**config.mk**
```make
export PLATFORM = sky130hd
export DESIGN_NAME = rggen_apb_bridge_flat
export DESIGN_NICKNAME = d
export VERILOG_FILES = /design/src/rtl/rggen_apb_bridge_if.sv /design/src/rtl/rggen_apb_bridge.sv /design/src/flat_wrapper.sv
export SDC_FILE = /design/constraint.sdc
export NUM_CORES = 1
export LEC_CHECK = 0
export ABC_AREA = 1
export CAP_MARGIN = 25
export CORE_MARGIN = 4
export CORE_UTILIZATION = 40
export DETAILED_ROUTE_END_ITERATION = 10
export GPL_TIMING_DRIVEN = 0
export PLACE_DENSITY = 0.88
export SLEW_MARGIN = 20
export SYNTH_ARGS = -nofsm -noshare
export SYNTH_HDL_FRONTEND = slang
export SYNTH_SLANG_ARGS = --single-unit
```
**constraint.sdc**
```tcl
create_clock -name clk -period 1.6 [get_ports clk]
set_input_delay 0.16 -clock clk [delete_from_list [all_inputs] [get_ports clk]]
set_output_delay 0.16 -clock clk [all_outputs]
set_load 0.03 [all_outputs]
```
**src/rtl/rggen_apb_bridge_if.sv**
```systemverilog
// Signal bundle between an rggen register-bus host, the APB bridge and an APB completer.
// The master modport is the bridge itself; the slave modport is the host-plus-completer side.
interface rggen_apb_bridge_if #(
    parameter int ADDRESS_WIDTH = 16,
    parameter int DATA_WIDTH    = 32
);
    logic                      bus_request;
    logic [ADDRESS_WIDTH-1:0]  bus_address;
    logic                      bus_direction;
    logic [DATA_WIDTH-1:0]     bus_write_data;
    logic [DATA_WIDTH/8-1:0]   bus_write_strobe;
    logic                      bus_done;
    logic [DATA_WIDTH-1:0]     bus_read_data;
    logic [1:0]                bus_status;

    logic                      psel;
    logic                      penable;
    logic                      pwrite;
    logic [ADDRESS_WIDTH-1:0]  paddr;
    logic [DATA_WIDTH-1:0]     pwdata;
    logic [DATA_WIDTH/8-1:0]   pstrb;
    logic [2:0]                pprot;
    logic                      pready;
    logic                      pslverr;
    logic [DATA_WIDTH-1:0]     prdata;

    modport master (
        input  bus_request, bus_address, bus_direction, bus_write_data, bus_write_strobe,
        output bus_done, bus_read_data, bus_status,
        output psel, penable, pwrite, paddr, pwdata, pstrb, pprot,
        input  pready, pslverr, prdata
    );

    modport slave (
        output bus_request, bus_address, bus_direction, bus_write_data, bus_write_strobe,
        input  bus_done, bus_read_data, bus_status,
        input  psel, penable, pwrite, paddr, pwdata, pstrb, pprot,
        output pready, pslverr, prdata
    );
endinterface

```
**src/rtl/rggen_apb_bridge.sv**
```systemverilog
// rggen register-bus to APB3/APB4 master bridge with an optional ACCESS-phase timeout.
module rggen_apb_bridge #(
    parameter int ADDRESS_WIDTH  = 16,
    parameter int DATA_WIDTH     = 32,
    parameter int TIMEOUT_CYCLES = 0
) (
    input logic                clk,
    input logic                rst_n,
    rggen_apb_bridge_if.master bridge
);
    localparam int COUNT_WIDTH = (TIMEOUT_CYCLES > 0) ? $clog2(TIMEOUT_CYCLES + 1) : 1;

    typedef enum logic [1:0] {
        IDLE,
        SETUP,
        ACCESS,
        RESPOND
    } state_e;

    state_e                 state;
    logic [COUNT_WIDTH-1:0] timeout_count;
    logic                   timeout_hit;

    // With TIMEOUT_CYCLES == 0 the compare is never enabled and the counter just wraps.
    assign timeout_hit = (TIMEOUT_CYCLES != 0) &&
                         (timeout_count == COUNT_WIDTH'(TIMEOUT_CYCLES - 1));

    assign bridge.pprot = 3'b000;

    // NOTE: every register here updates with <= so all reads in this block see pre-edge values.
    always_ff @(posedge clk or negedge rst_n) begin
        if (!rst_n) begin
            state                <= IDLE;
            timeout_count        <= '0;
            bridge.psel          <= 1'b0;
            bridge.penable       <= 1'b0;
            bridge.pwrite        <= 1'b0;
            bridge.paddr         <= '0;
            bridge.pwdata        <= '0;
            bridge.pstrb         <= '0;
            bridge.bus_done      <= 1'b0;
            bridge.bus_read_data <= '0;
            bridge.bus_status    <= 2'b00;
        end else begin
            bridge.bus_done <= 1'b0;
            case (state)
                IDLE: begin
                    if (bridge.bus_request) begin
                        bridge.paddr  <= bridge.bus_address;
                        bridge.pwrite <= bridge.bus_direction;
                        bridge.pwdata <= bridge.bus_write_data;
                        bridge.pstrb  <= bridge.bus_direction ? bridge.bus_write_strobe : '0;
                        bridge.psel   <= 1'b1;
                        state         <= SETUP;
                    end
                end
                SETUP: begin
                    bridge.penable <= 1'b1;
                    timeout_count  <= '0;
                    state          <= ACCESS;
                end
                ACCESS: begin
                    // A pready seen in the abort cycle still completes the transfer normally.
                    if (bridge.pready) begin
                        bridge.psel          <= 1'b0;
                        bridge.penable       <= 1'b0;
                        bridge.bus_read_data <= bridge.pwrite ? '0 : bridge.prdata;
                        bridge.bus_status    <= {bridge.pslverr, 1'b0};
                        bridge.bus_done      <= 1'b1;
                        state                <= RESPOND;
                    end else if (timeout_hit) begin
                        bridge.psel          <= 1'b0;
                        bridge.penable       <= 1'b0;
                        bridge.bus_read_data <= '0;
                        bridge.bus_status    <= 2'b11;
                        bridge.bus_done      <= 1'b1;
                        state                <= RESPOND;
                    end else begin
                        timeout_count <= timeout_count + COUNT_WIDTH'(1);
                    end
                end
                RESPOND: begin
                    state <= IDLE;
                end
                default: begin
                    state <= IDLE;
                end
            endcase
        end
    end
endmodule

```
**src/flat_wrapper.sv**
```systemverilog
// flat-port wrapper written by rule: the top's interface ports become plain ports
module rggen_apb_bridge_flat 
#(
    parameter int ADDRESS_WIDTH  = 16,
    parameter int DATA_WIDTH     = 32,
    parameter int TIMEOUT_CYCLES = 0
)
  (clk, rst_n, bridge_bus_request, bridge_bus_address, bridge_bus_direction, bridge_bus_write_data, bridge_bus_write_strobe, bridge_bus_done, bridge_bus_read_data, bridge_bus_status, bridge_psel, bridge_penable, bridge_pwrite, bridge_paddr, bridge_pwdata, bridge_pstrb, bridge_pprot, bridge_pready, bridge_pslverr, bridge_prdata);
  rggen_apb_bridge_if #(.ADDRESS_WIDTH(ADDRESS_WIDTH), .DATA_WIDTH(DATA_WIDTH)) bridge_i ();
  input logic clk;
  input logic rst_n;
  input wire logic [$bits(bridge_i.bus_request)-1:0] bridge_bus_request;
  input wire logic [$bits(bridge_i.bus_address)-1:0] bridge_bus_address;
  input wire logic [$bits(bridge_i.bus_direction)-1:0] bridge_bus_direction;
  input wire logic [$bits(bridge_i.bus_write_data)-1:0] bridge_bus_write_data;
  input wire logic [$bits(bridge_i.bus_write_strobe)-1:0] bridge_bus_write_strobe;
  output wire logic [$bits(bridge_i.bus_done)-1:0] bridge_bus_done;
  output wire logic [$bits(bridge_i.bus_read_data)-1:0] bridge_bus_read_data;
  output wire logic [$bits(bridge_i.bus_status)-1:0] bridge_bus_status;
  output wire logic [$bits(bridge_i.psel)-1:0] bridge_psel;
  output wire logic [$bits(bridge_i.penable)-1:0] bridge_penable;
  output wire logic [$bits(bridge_i.pwrite)-1:0] bridge_pwrite;
  output wire logic [$bits(bridge_i.paddr)-1:0] bridge_paddr;
  output wire logic [$bits(bridge_i.pwdata)-1:0] bridge_pwdata;
  output wire logic [$bits(bridge_i.pstrb)-1:0] bridge_pstrb;
  output wire logic [$bits(bridge_i.pprot)-1:0] bridge_pprot;
  input wire logic [$bits(bridge_i.pready)-1:0] bridge_pready;
  input wire logic [$bits(bridge_i.pslverr)-1:0] bridge_pslverr;
  input wire logic [$bits(bridge_i.prdata)-1:0] bridge_prdata;
  assign bridge_i.bus_request = bridge_bus_request;
  assign bridge_i.bus_address = bridge_bus_address;
  assign bridge_i.bus_direction = bridge_bus_direction;
  assign bridge_i.bus_write_data = bridge_bus_write_data;
  assign bridge_i.bus_write_strobe = bridge_bus_write_strobe;
  assign bridge_bus_done = bridge_i.bus_done;
  assign bridge_bus_read_data = bridge_i.bus_read_data;
  assign bridge_bus_status = bridge_i.bus_status;
  assign bridge_psel = bridge_i.psel;
  assign bridge_penable = bridge_i.penable;
  assign bridge_pwrite = bridge_i.pwrite;
  assign bridge_paddr = bridge_i.paddr;
  assign bridge_pwdata = bridge_i.pwdata;
  assign bridge_pstrb = bridge_i.pstrb;
  assign bridge_pprot = bridge_i.pprot;
  assign bridge_i.pready = bridge_pready;
  assign bridge_i.pslverr = bridge_pslverr;
  assign bridge_i.prdata = bridge_prdata;
  rggen_apb_bridge #(.ADDRESS_WIDTH(ADDRESS_WIDTH), .DATA_WIDTH(DATA_WIDTH), .TIMEOUT_CYCLES(TIMEOUT_CYCLES)) u_core (.clk(clk), .rst_n(rst_n), .bridge(bridge_i));
endmodule
```
### After elaboration in Yosys (flattened, before gate mapping)

Index checks and enable logic that the tools add are counted.

| operators by class | value |
|---|---|
| equality and inequality tests | 5 |
| mux-type cells | 11 |
| reduce and logical (&&, ||, !) cells | 8 |

Operators with widths:

| kind | count |
|---|---|
| 32-bit 2-to-1 mux | 1 |
| 2-bit case mux with 4 select lines | 1 |
| 2-bit AND reduction | 4 |
| 2-bit equality test (second input constant) | 2 |
| 1-bit 2-to-1 mux | 4 |
| 2-bit 2-to-1 mux | 2 |
| 4-bit 2-to-1 mux | 1 |
| 2-bit inequality test (second input constant) | 2 |
| 1-bit case mux with 2 select lines | 2 |
| 2-bit nonzero test | 2 |
| 3-bit AND reduction | 1 |
| 2-bit by 1-bit equality test with 1-bit output (second input constant) | 1 |
| 2-bit zero test | 1 |

| word-level totals | value |
|---|---|
| word-level logic and storage cells | 34 |
| input port bits | 90 |
| register bits | 91 |
| output and inout port bits | 93 |

### Logic depth before layout (Yosys ltp)

| logic depth | value |
|---|---|
| depth in word-level cells | 3 |
| gate-level depth with buffers | 7 |
| mapped depth without buffers | 7 |

### Least setup slack after synthesis

No wires, ideal clock.

| timing path | value |
|---|---|
| path type | register -> register |
| start | register u_core.state[0] |
| end | register u_core.bridge.pwdata[10] |
| arrival time | 1,121 ps |
| data required time | 1,483 ps |
| library setup time | 117 ps |
| stages on the path, launching flop included | 8 |
| clock period less this slack | 1,238 ps |
| buffers on the path | 2 |
| slack | 362 ps |
| cell sequence | dfrtp_1 > inv_1 > ha_1 > nand2_2 > buf_6 > buf_6 > nand2_1 > nand2_1 |

| between the ends | value |
|---|---|
| longest elaborated chain between the ends | 2 |

RTL lines:

| what | line | RTL |
|---|---|---|
| from (decl) | rggen_apb_bridge.sv:20 | `state_e state;` |
| from (signal assigned) | rggen_apb_bridge.sv:33 | `state <= IDLE;` |
| from (signal assigned) | rggen_apb_bridge.sv:54 | `state <= SETUP;` |
| from (signal assigned) | rggen_apb_bridge.sv:60 | `state <= ACCESS;` |
| 2-bit zero test | rggen_apb_bridge.sv:46 | `case (state)` |
| 2-bit AND reduction (no source line) | -- |  |
| to (signal assigned) | rggen_apb_bridge.sv:51 | `bridge.pwdata <= bridge.bus_write_data;` |
| to (decl) | rggen_apb_bridge_if.sv:30 | `output psel, penable, pwrite, paddr, pwdata, pstrb, pprot,` |

Every way passes these cells.
A chain may end at the register's enable or synchronous reset.

### Final worst setup path

| timing path | value |
|---|---|
| start | register u_core.bridge.pwdata[13] |
| end | output port bridge_pwdata[13] |

RTL lines:

| what | line | RTL |
|---|---|---|
| to (decl) | flat_wrapper.sv:24 | `output wire logic [$bits(bridge_i.pwdata)-1:0] bridge_pwdata;` |

No word-level cell between the ends.

==> flow_metrics.tcl <==
set metrics [dict create \
    crit_end "bridge_pwdata[13]" \
    cp-end-kind "primary output" \
    fin_util_pct 67.8 \
    area_growth_pct 62.3 \
    dieHeight_um 104 \
    power_switching_mw 5.45 \
    cts_buffers 9 \
    grt_usage_pct 19.3 \
    ys_seq_area_share_pct 61.7 \
    rr_worst_depth 5 \
    setup_viol 0 \
    fin_worst_skew_ps 8.84 \
    r2r_slack_ps 160 \
    nets 700 \
    dp_hpwl_um 8160 \
    crit_type "reg -> out" \
    num_antenna_cells 0 \
    cts_tree "built" \
    initial_core_util_pct 41.7 \
    crit_chain "clkdlybuf4s50_1" \
    grt.overflow.total 0 \
    cts_buffer_depth 2 \
    leakage_nw 3.46 \
    dieArea_um2 10800 \
    synth_top_area_share_pct 61.7 \
    p_per_area_nw_per_um2 2080 \
    arrival_ps 1410 \
    r2r_start "u_core.state[0]" \
    die_w_um 104 \
    synth_largest_area_cell "dfrtp_1" \
    wl_per_cell_um 14.7 \
    cts.sinks 91 \
    pwr-share-comb_pct 54.1 \
    htree_num_levels 3 \
    vias 3383 \
    wl_um 10500 \
    pre_cts_slack_ps 108 \
    cp_max_fo 2 \
    drtPass1Iterations 4 \
    cap_violations 0 \
    worstSetupStartpoint "u_core.bridge.pwdata[13]" \
    critPathMaxStageDelay_ps 710 \
    row_count 34 \
    grt_pass1_vias 3422 \
    grt_pass1_wl_um 17000 \
    viasPerCell 4.71 \
    cts_root_buf "clkbuf_8" \
    antenna_found_initial 0 \
    worst_pin_slew_ps 650 \
    slowest_stage "clkdlybuf4s50_1" \
    hold_violations 0 \
    hold_ws_ps 334 \
    fin_crit_sh_pct 98.3 \
    boundaryPins 183 \
    insertion_delay_ps 350 \
    synth.avg_cell_area_um2 8.99 \
    critical_path.top_delay_family "buffers and inverters" \
    status "finished, final reports clean" \
    pwr-share-clk_pct 14.2 \
    gp_congestion 0.807 \
    setup_ws_ps 26.9 \
    startpoint_type "flop" \
    antenna_left 0 \
    drc 0 \
    total_power_mw 12.5 \
    synth.area.top_cells "dfrtp_1, nand2_1, o21ai_0" \
    slew_headroom_pct 56.7 \
    slew_violations 0 \
    yosys_warnings 0 \
    r2r_end "u_core.bridge.bus_read_data[30]" \
    post_cts.repair.setup_buffers 0 \
    synth_cell_type_count 16 \
    seqPwrFrac_pct 31.7 \
    drtIter0Drc 123 \
    synth_area_um2 3690 \
    drive_gt1_share_pct 7.21 \
    path_buf_inv 1 \
    internal_power_mw 7.02 \
    cp.depth 1 \
    p_sw_share_pct 43.7 \
    critPathRequiredTime_ps 1440 \
    synthCells 411 \
    core_area_um2 8850 \
    min_period_ps 1570 \
    grt_max_degree 51 \
    port_buffers 178 \
    clk_pin_slew_ps 90 \
    min_path_type "in -> reg" \
    peakVddDrop_uv 1100 \
    synth-seq-cells 91 \
    fmax_mhz 636 \
]
-- sequential cells by signal, summed over array words and instances (netlist names) --
name and count:
u_core.bridge.penable 1, u_core.bridge.bus_done 1, u_core.bridge.bus_status 1, u_core.bridge.paddr 16, u_core.bridge.pwrite 1, u_core.bridge.pwdata 32, u_core.bridge.psel 1, u_core.bridge.bus_read_data 32
u_core.bridge.pstrb 4, u_core.state 2
-- final cells by class --
cell class	count	area, um^2
well taps	108	135
repair buffers	180	1920
clock inverters	5	85.1
plain buffers	25	208
fillers	695	2850
clock buffers	11	151
multi-input cells	288	1180
flip-flops and latches	91	2280
inverters	10	37.5
-- cells by family (layout without fill, tap and decap cells) --
group	after synthesis	count (layout)	share of synthesized area [%]
buf+inv	35	231	6.61
other cells	1	4	0.102
fa+ha+maj	5	5	1.69
compound gates	40	40	5.49
simple gates	239	239	24.5
flops	91	91	61.7
-- power by group through the flow --
stage,Combinational (mW),Clock [mW],Sequential [mW]
3_3_place_gp,6.73,0,3.95
3_5_place_dp,6.90,0,4.01
5_1_grt,7.24,1.92,4.09
2_1_floorplan,1.82,0,6.04
4_1_cts,6.90,1.82,3.98
6_report,6.75,1.77,3.95
-- layer usage --
| layer | share of wire (%) | global-route usage (%) | up-vias | routed length [um] |
|---|---|---|---|---|
| li1 | - | - | 1640 | - |
| met1 | 40 | 22.9 | 1593 | 4180 |
| met2 | 52 | 33.0 | 128 | 5440 |
| met3 | 6.1 | 5.52 | 22 | 640 |
| met4 | 2.5 | 7.79 | 0 | 267 |
| met5 | 0 | 0 | - | 0 |
-- cells in the mapped netlist (all sizes together) --
library cell,count
buf,23
clkbuf,2
conb,1
dfrtp,91
ha,5
inv,10
nand2,235
nand3,3
nor2,1
o211ai,1
o21ai,39
-- how the worst min path moves through the flow --
| stage | startpoint | end | cells past startpoint |
|---|---|---|---|
| after floorplan | rst_n | u_core.bridge.bus_done | 0 |
| after CTS | bridge_bus_write_data[2] | u_core.bridge.pwdata[2] | 3 |
| after global placement | u_core.bridge.psel | u_core.bridge.psel | 2 |
| final | bridge_bus_write_data[2] | u_core.bridge.pwdata[2] | 3 |
| after detailed placement | rst_n | u_core.bridge.pwdata[12] | 1 |
| after global routing | bridge_bus_write_data[16] | u_core.bridge.pwdata[16] | 3 |
-- timing repair --
action                                  in CTS  in global routing
resized for setup                            3                 47
hold buffers                                 1                  0
hold endpoints to repair                    49                  0
endpoints found under the setup margin       3                 47
pin swaps                                    0                  0
-- cell usage in the layout, fill, tap and decap left out, types with 3 or more instances in the layout --
cell type,n
nand2_1,234
clkdlybuf4s50_1,129
dfrtp_1,91
dlymetal6s2s_1,45
o21ai_0,31
buf_4,12
clkbuf_8,11
inv_1,9
buf_6,9
o21ai_1,8
ha_1,5
conb_1,4
buf_2,3
nand3_1,3
dlygate4sd2_1,3
-- metrics by stage --
stage               TNS, ps  area (um^2)  instances
CTS                       0         5880        718
floorplan                 0         3700        414
finish                    0         6000        718
detailed placement        0         5640        701
global placement    -258090         5620        700
global route          -27.8         6000        718
No activity file was read; power rests on OpenSTA's default activity.
